===== config.mk =====
export PLATFORM = sky130hd
export DESIGN_NAME = pipe_stage_skid
export DESIGN_NICKNAME = d
export VERILOG_FILES = /design/src/rtl/pipe_stage_skid.sv
export SDC_FILE = /design/constraint.sdc
export NUM_CORES = 1
export LEC_CHECK = 0
export BUFFER_PORTS_ARGS = -buffer_cell sky130_fd_sc_hd__buf_2
export CAP_MARGIN = 30
export CORE_MARGIN = 2
export CORE_UTILIZATION = 35
export CTS_BUF_LIST = sky130_fd_sc_hd__clkbuf_2
export DETAILED_ROUTE_END_ITERATION = 10
export PLACE_DENSITY = 0.66
export REMOVE_ABC_BUFFERS = 1
export SLEW_MARGIN = 20
export SYNTH_ARGS = -nofsm -noshare
export SYNTH_HDL_FRONTEND = slang
export SYNTH_SLANG_ARGS = --single-unit

===== constraint.sdc =====
create_clock -name clk -period 3.65 [get_ports clk]
set_input_delay 0.73 -clock clk [delete_from_list [all_inputs] [get_ports clk]]
set_output_delay 0.73 -clock clk [all_outputs]
set_load 0.01 [all_outputs]

===== src/rtl/pipe_stage_skid.sv =====
// Reusable pipeline stage register with valid/ready handshake, flush-to-bubble
// and an optional skid entry that keeps in_ready registered.
module pipe_stage_skid #(
  parameter int DATA_W = 32,
  parameter int CTRL_W = 9,
  parameter int SKID   = 1
) (
  input  logic              clk,
  input  logic              rst,
  input  logic              in_valid,
  output logic              in_ready,
  input  logic [CTRL_W-1:0] in_ctrl,
  input  logic [DATA_W-1:0] in_data,
  input  logic              flush,
  output logic              out_valid,
  input  logic              out_ready,
  output logic [CTRL_W-1:0] out_ctrl,
  output logic [DATA_W-1:0] out_data,
  output logic [1:0]        occupancy
);

  typedef enum logic [1:0] {
    ST_EMPTY = 2'd0,
    ST_ONE   = 2'd1,
    ST_FULL  = 2'd2
  } state_t;

  state_t            state_q;
  state_t            state_nxt;
  logic              vld_p0;
  logic              rdy_q;
  logic [CTRL_W-1:0] main_ctrl_p0;
  logic [DATA_W-1:0] main_data_p0;
  logic [CTRL_W-1:0] skid_ctrl_p0;
  logic [DATA_W-1:0] skid_data_p0;

  logic acc;
  logic pop;
  logic load_in;
  logic load_from_skid;
  logic load_skid;
  logic clr_ctrl;

  // Without a skid entry, a held instruction may be replaced in the same
  // cycle it leaves, so in_ready must look at out_ready combinationally.
  assign in_ready  = (SKID != 0) ? rdy_q : (!vld_p0 || out_ready);
  assign acc       = in_valid && in_ready;
  assign pop       = vld_p0 && out_ready;

  assign out_valid = vld_p0;
  assign out_ctrl  = main_ctrl_p0;
  assign out_data  = main_data_p0;
  assign occupancy = state_q;

  always_comb begin
    state_nxt      = state_q;
    load_in        = 1'b0;
    load_from_skid = 1'b0;
    load_skid      = 1'b0;
    clr_ctrl       = 1'b0;
    if (flush) begin
      state_nxt = ST_EMPTY;
      clr_ctrl  = 1'b1;
    end else begin
      case (state_q)
        ST_EMPTY: begin
          if (acc) begin
            state_nxt = ST_ONE;
            load_in   = 1'b1;
          end
        end
        ST_ONE: begin
          if (acc && pop) begin
            load_in = 1'b1;
          end else if (acc) begin
            if (SKID != 0) begin
              state_nxt = ST_FULL;
              load_skid = 1'b1;
            end
          end else if (pop) begin
            state_nxt = ST_EMPTY;
            clr_ctrl  = 1'b1;
          end
        end
        ST_FULL: begin
          if (pop) begin
            state_nxt      = ST_ONE;
            load_from_skid = 1'b1;
          end
        end
        default: begin
          state_nxt = ST_EMPTY;
          clr_ctrl  = 1'b1;
        end
      endcase
    end
  end

  // Stage p0: main (output) entry plus skid entry behind it
  always_ff @(posedge clk) begin
    if (rst) begin
      state_q      <= ST_EMPTY;
      vld_p0       <= 1'b0;
      rdy_q        <= 1'b1;
      main_ctrl_p0 <= '0;
      main_data_p0 <= '0;
      skid_ctrl_p0 <= '0;
      skid_data_p0 <= '0;
    end else begin
      state_q <= state_nxt;
      vld_p0  <= (state_nxt != ST_EMPTY);
      rdy_q   <= (state_nxt != ST_FULL);
      // ctrl is zeroed on every transition to EMPTY so a bubble never carries write enables
      if (clr_ctrl) begin
        main_ctrl_p0 <= '0;
      end else if (load_in) begin
        main_ctrl_p0 <= in_ctrl;
      end else if (load_from_skid) begin
        main_ctrl_p0 <= skid_ctrl_p0;
      end
      if (load_in) begin
        main_data_p0 <= in_data;
      end else if (load_from_skid) begin
        main_data_p0 <= skid_data_p0;
      end
      if (load_skid) begin
        skid_ctrl_p0 <= in_ctrl;
        skid_data_p0 <= in_data;
      end
    end
  end

endmodule


; Word-level counts from Yosys, hierarchy flattened
; Index checks and enable logic that the tools add are counted.
[classes]
eq_ne = 3
muxes = 25
n_reduce_logical = 8
[ops]
columns = cell, n
row1 = 32-bit two-way mux, 2
row2 = 9-bit two-way mux, 2
row3 = 1-bit two-way mux, 12
row4 = 2-bit two-way mux, 6
row5 = 2-bit one-hot mux with 3 select lines, 1
row6 = 1-bit one-hot mux with 2 select lines, 2
row7 = 2-bit nonzero test, 2
row8 = 2-bit OR reduction, 2
row9 = 1-bit logical AND, 3
row10 = 2-bit by 1-bit == test with 1-bit output (second input constant), 1
row11 = 2-bit == test (second input constant), 1
row12 = 2-bit zero test, 1
row13 = 2-bit inequality test (second input constant), 1
[totals]
ff_bits = 86
inputBits = 46
output_inout_bits = 45
word_cells = 43

; Logic depth before layout (Yosys ltp)
; Gate-level depths: netlist of the first run.
[depth]
ltp_word = 7
depth_mapped = 6
depth_no_buf = 3

; Worst setup path after synthesis of the first run
; No wires, ideal clock.
[synth_path]
path_kind = input port to flip-flop
from = input port flush
to = register main_ctrl_p0[0], in the netlist out_ctrl[0]
setup_ps = 91
arrival_ps = 1641
required_time_ps = 3559
setup_slack_ps = 1918
stages = 5
n_path_buf = 2
path_cell_list = buf_2 a211o_1 a41o_1 buf_6 a311oi_1
[synth_via]
elab_chain_cells = 2
word_cells_on_any_way = 6
classes_between = mux (4) / reduce/logical (2)
[synth_lines]
columns = element, line
row1 = from (decl), 14  ; input logic flush,
row2 = 1-bit two-way mux, 61  ; if (flush) begin
row3 = 9-bit two-way mux (tied with other cells), 116  ; end else if (load_in) begin
row4 = to (signal assigned), 117  ; main_ctrl_p0 <= in_ctrl;
row5 = to (signal assigned), 119  ; main_ctrl_p0 <= skid_ctrl_p0;
row6 = to (decl), 32  ; logic [CTRL_W-1:0] main_ctrl_p0;
; Several ways; a longest one is shown, not always the timed one.
; A chain may end at the register's enable or synchronous reset.

; Worst setup path in the final report of the first run
[layout_path]
from = register state_q[1], in the netlist occupancy[1]
to = register main_data_p0[5], in the netlist out_data[5]
[layout_via]
elab_chain_cells = 4
word_cells_on_any_way = 9
classes_between = eq/ne (2) / mux (5) / reduce/logical (2)
[layout_lines]
columns = element, line
row1 = from (decl), 28  ; state_t state_q;
row2 = from (signal assigned), 110  ; state_q <= state_nxt;
row3 = 2-bit by 1-bit == test with 1-bit output (tied with other cells), 65  ; case (state_q)
row4 = 1-bit one-hot mux with 2 select lines / 1-bit two-way mux (equally long branches), 65
row5 = 1-bit two-way mux, 61
row6 = 32-bit two-way mux / 2-bit nonzero test (equally long branches), -
row7 = to (signal assigned), 122  ; main_data_p0 <= in_data;
row8 = to (signal assigned), 124  ; main_data_p0 <= skid_data_p0;
row9 = to (decl), 33  ; logic [DATA_W-1:0] main_data_p0;
; Several ways; a longest one is shown, not always the timed one.

==> flow_metrics.tcl, run 1 <==
set metrics [dict create \
    status "complete, no violations" \
    cp.required_ns 4.02 \
    antenna_left 0 \
    synth_commonest_cells "dfxtp_1, nand3_1, o21ai_0" \
    antenna_found_initial 0 \
    synth_mux_area_share_pct 0 \
    synth_ff_type "dfxtp_1" \
    synth_compound_area_share_pct 28.0 \
    dieArea_sq_mm 0.0117 \
    clock_latency_ns 0.54 \
    hold_path.class "input port to flip-flop" \
    yosys-top-cells-area "dfxtp_1, nand3_1, o21ai_0" \
    final_nets 554 \
    start_util_pct 36.3 \
    syn_avg_cell_area_sq_um 8.28 \
    io_pins 91 \
    finalPower_uw 1660 \
    synth_top_family_by_area "compound AO/OA/AOI/OAI gates" \
    place.gp.congestion 0.737 \
    grt_usage_pct 19.4 \
    ys_types 30 \
    final_layout_size_suffix_gt1_share_pct 23.8 \
    period_share_pct 62.2 \
    synth_edf_count 0 \
    post_drt_wl_per_cell_um 17.8 \
    fin_crit_ns 2.27 \
    irDropWorstVdd_mv 0.150 \
    place_area_sq_mm 0.00421 \
    overflow 0 \
    r2r_slack_ns 1.38 \
    rows 37 \
    leakagePower_uw 0.00151 \
    synth_cells 457 \
    synthXorXnorAreaFrac_pct 0 \
    holdPathStages 3 \
    critPathKind "flip-flop to flip-flop" \
    yosysTopAreaCell "dfxtp_1" \
    synth_adder_area_share_pct 0 \
    yosysMostFrequentCell "dfxtp_1" \
    cts_sinks 86 \
    numCtsBuffers 9 \
    cts_max_level 3 \
    reg2reg_depth 4 \
    power_density_mw_per_mm2 385 \
    rsz0062_at_grt "false" \
    die_h_um 108 \
    drc 0 \
    async_flop_share_pct 0 \
    r2r_end "out_data[5]$_SDFFE_PP0P_" \
    setup-violations-final 0 \
    syn_to_final_growth_pct 13.6 \
    finalHoldViolCount 0 \
    min_to "skid_data_p0[5]$_SDFFE_PP0P_" \
    die_x_um 108 \
    yosysWarnings 0 \
    ys_seq_elements 86 \
    final_max_slew_viol_count 0 \
    cts_hold_buf 0 \
    worstMarginPinSlew_ns 0.912 \
    cp-end-kind "flip-flop" \
    post_cts_resized 0 \
    vias 3801 \
    reg2reg_from "occupancy[1]$_SDFF_PP0_" \
    hp-start "in_data[5]" \
    drt_iter0_drc 311 \
    io_buffers 90 \
    path_max_fanout 21 \
    hpwl_mm 6.75 \
    synthesis.area_sq_mm 0.00378 \
    synth_top_area_share_pct 45.5 \
    critPathArrivalTime_ns 2.64 \
    dp.cells 633 \
    crit_path_start_kind "flip-flop" \
    diodes 0 \
    grt_pass1_vias 3503 \
    yosysSeqAreaShare_pct 45.5 \
    clk_pin_slew_ns 0.25 \
    clockBufferDepth 2 \
    cts_tree "done" \
    slew_headroom_pct 39.0 \
    skew_ns 0.0355 \
    routed_wirelength_mm 11.6 \
    clockRootBuffer "clkbuf_2" \
    layout.cells.non_filler 649 \
    grt_pass1_wl_mm 18.0 \
    grt_max_degree 53 \
    postCtsSetupRepairBufs 0 \
    setup_ws_ns 1.38 \
    max_freq_mhz 441 \
    fin_tns_setup_ns 0 \
    pre_cts_slack_ns 0.882 \
    max_cap_violations 0 \
    vias_per_cell 5.86 \
    stdcell_area_sq_mm 0.00430 \
    firstDrtPassIters 4 \
    synthSimpleGateAreaFrac_pct 18.9 \
    core_area_sq_mm 0.0104 \
]
[metrics by stage]
step	util (%)	hold slack, ns
CTS	41.3	0.381
global placement	40.4	0.460
global route	41.3	0.359
detailed placement	40.4	0.467
finish	41.3	0.407
floorplan	-	0.448
[layout make-up]
class	instances	area, sq um
Fill cell	1095	6120
Clock inverter	6	38.8
Clock buffer	10	50.0
Sequential cell	86	1720
Multi-Input combinational cell	311	1800
Timing Repair Buffer	99	518
Inverter	1	3.75
Tap cell	136	170
[cell families after synthesis]
family                 after synthesis
AND/OR/NAND/NOR                    137
flip-flops                          86
buffers and inverters               60
AO/OA/AOI/OAI                      174
[registers in the layout (all words and copies together) (netlist names)]
signal,count
in_ready,1
occupancy,2
skid_ctrl_p0,9
skid_data_p0,32
out_data,32
out_valid,1
out_ctrl,9
[layer usage]
layer / up-vias / wire length [um] / global-route usage [%]
li1: 1827 / - / -
met1: 1827 / 5260 / 26.3
met2: 137 / 5390 / 30.7
met3: 10 / 802 / 4.16
met4: 0 / 117 / 6.50
met5: - / 0 / 0
[power by group]
part / total [uW] / switching, uW / internal [uW]
registers: 999 / 21.7 / 978
logic: 236 / 156 / 79.7
clock network: 420 / 330 / 89.6
total: 1660 / 508 / 1150
[layout by cell type, fill, tap and decap left out, types with 2 or more instances in the layout]
cell type	n
clkbuf_2	10
nor3_1	41
buf_2	90
buf_4	9
a21oi_1	43
dfxtp_1	86
nand3_1	82
a311oi_1	42
o21ai_0	82
clkinvlp_4	2
nand2_1	3
clkinv_2	3
[worst max-delay path: stages, from the launching register on]
cell and delay, ns:
dfxtp_1 0.56, nand4b_1 0.75, buf_4 0.50, o21ai_0 0.18, a311oi_1 0.11
[worst max path at each step]
| stage | from | end | slack [ns] | depth (start not counted) |
|---|---|---|---|---|
| global placement | flush | out_data[8]$_SDFFE_PP0P_ | 0.95 | 5 |
| CTS | occupancy[1]$_SDFF_PP0_ | out_ctrl[0]$_SDFFE_PP0P_ | 1.42 | 4 |
| finish | occupancy[1]$_SDFF_PP0_ | out_data[5]$_SDFFE_PP0P_ | 1.38 | 4 |
| floorplan | flush | skid_ctrl_p0[0]$_SDFFE_PP0P_ | 0.62 | 3 |
| detailed placement | flush | out_data[23]$_SDFFE_PP0P_ | 0.88 | 5 |
| global route | occupancy[1]$_SDFF_PP0_ | out_data[6]$_SDFFE_PP0P_ | 1.21 | 4 |
(Power assumes the default switching activity.)
==> inputs of run 2 (changes only) <==
Clock period 3.65 ns to 2.1 ns, I/O delays scaled along.
==> flow_metrics.tcl, run 2 (synthesis results as in run 1) <==
set metrics [dict create \
    cp-startpoint "out_valid$_SDFF_PP0_" \
    core_area_sq_mm 0.0104 \
    numCtsBuffers 9 \
    reg2reg_depth 4 \
    vias_per_cell 5.81 \
    grt_usage_pct 19.0 \
    grt_pass1_wl_mm 17.9 \
    clock_latency_ns 0.53 \
    dieArea_sq_mm 0.0117 \
    finalHoldViolCount 0 \
    crit_chain "buf_2" \
    rows 37 \
    die_x_um 108 \
    mostFrequentLayoutCell "buf_2" \
    final_max_slew_viol_count 0 \
    grt_pass1_vias 3580 \
    clockBufferDepth 2 \
    r2r_end "out_data[13]$_SDFFE_PP0P_" \
    io_pins 91 \
    cts_tree "done" \
    vias 3816 \
    start_util_pct 36.3 \
    antenna_found_initial 1 \
    reg2reg_from "occupancy[1]$_SDFF_PP0_" \
    setup-violations-final 0 \
    hpwl_mm 6.91 \
    power_density_mw_per_mm2 671 \
    cts_hold_buf 0 \
    stdcell_area_sq_mm 0.00440 \
    place_area_sq_mm 0.00430 \
    worstMarginPinSlew_ns 0.781 \
    clk_pin_slew_ns 0.22 \
    cp.required_ns 1.68 \
    syn_to_final_growth_pct 16.3 \
    hold_path.class "input port to flip-flop" \
    slew_headroom_pct 47.9 \
    period_share_pct 83.2 \
    cpPeakStageDelay_ns 0.58 \
    io_buffers 90 \
    postCtsSetupRepairBufs 0 \
    fill_cells 1084 \
    layout_common_cells "buf_2, dfxtp_1, o21ai_0, nand3_1, a21oi_1" \
    post_cts_resized 0 \
    holdPathStages 3 \
    post_drt_wl_per_cell_um 16.8 \
    drc 0 \
    finalPower_uw 2950 \
    clockRootBuffer "clkbuf_2" \
    die_h_um 108 \
    place.gp.congestion 0.769 \
    setup_ws_ns 0.352 \
    hp-start "in_data[22]" \
    max_cap_violations 0 \
    cpMaxStageDelayCell "dfxtp_1" \
    crit_family "flip-flops" \
    timing.hold.ws_ns 0.108 \
    min_to "skid_data_p0[22]$_SDFFE_PP0P_" \
    cts_max_level 3 \
    leakagePower_uw 0.00156 \
    path_max_fanout 8 \
    max_freq_mhz 572 \
    critPathArrivalTime_ns 1.33 \
    routed_wirelength_mm 11.0 \
    irDropWorstVdd_mv 0.248 \
    cp-end-kind "output pin" \
    final_nets 562 \
    r2r_slack_ns 0.44 \
    critPathKind "flip-flop to output pin" \
    worst-path-buf-inv 1 \
    grt_max_degree 76 \
    crit_path_start_kind "flip-flop" \
    fin_crit_ns 1.75 \
    firstDrtPassIters 5 \
    final_layout_size_suffix_gt1_share_pct 24.6 \
    status "complete, no violations" \
    rsz0062_at_grt "false" \
    cts_sinks 86 \
    drt_iter0_drc 242 \
    overflow 0 \
    pre_cts_slack_ns 0.426 \
    skew_ns 0.0110 \
    antenna_left 0 \
]
==> run 2: how the worst max path moves through the flow <==
stage	slack, ns	end	cells past startpoint
final	0.35	out_valid	1
after global routing	0.26	occupancy[0]	1
after CTS	0.31	out_valid	1
after detailed placement	0.43	out_data[13]$_SDFFE_PP0P_	5
after global placement	0.46	out_data[12]$_SDFFE_PP0P_	5
after floorplan	-0.64	skid_ctrl_p0[0]$_SDFFE_PP0P_	3
==> run 2: layout make-up <==
type / instances / area [sq um] / area share (%)
repair buffers: 107 / 603 / 13.7
clock inverters: 5 / 51.3 / 1.17
clock buffers: 10 / 50.0 / 1.14
flip-flops and latches: 86 / 1720 / 39.1
diodes: 1 / 2.50 / 0.0569
multi-input cells: 311 / 1800 / 40.9
inverters: 1 / 3.75 / 0.0853
well taps: 136 / 170 / 3.87
==> run 2: layer usage <==
metal / GRT usage (%) / part of all wire, %
met1: 26.0 / 45
met2: 29.3 / 47
met3: 5.42 / 7.1
met4: 5.22 / 0.68
met5: 0 / 0
==> run 2: stage by stage <==
step	util, %	TNS [ns]	instances
finish	42.2	0	657
global route	42.2	0	656
CTS	42.2	0	656
detailed placement	41.2	0	641
global placement	41.2	0	641
floorplan	-	-49.39	398
==> run 2: power by group <==
part           total (uW)  internal (uW)  switching (uW)
Combinational         415            151             264
Clock                 807            265             542
Sequential           1730           1700            31.5
Total                2950           2110             838
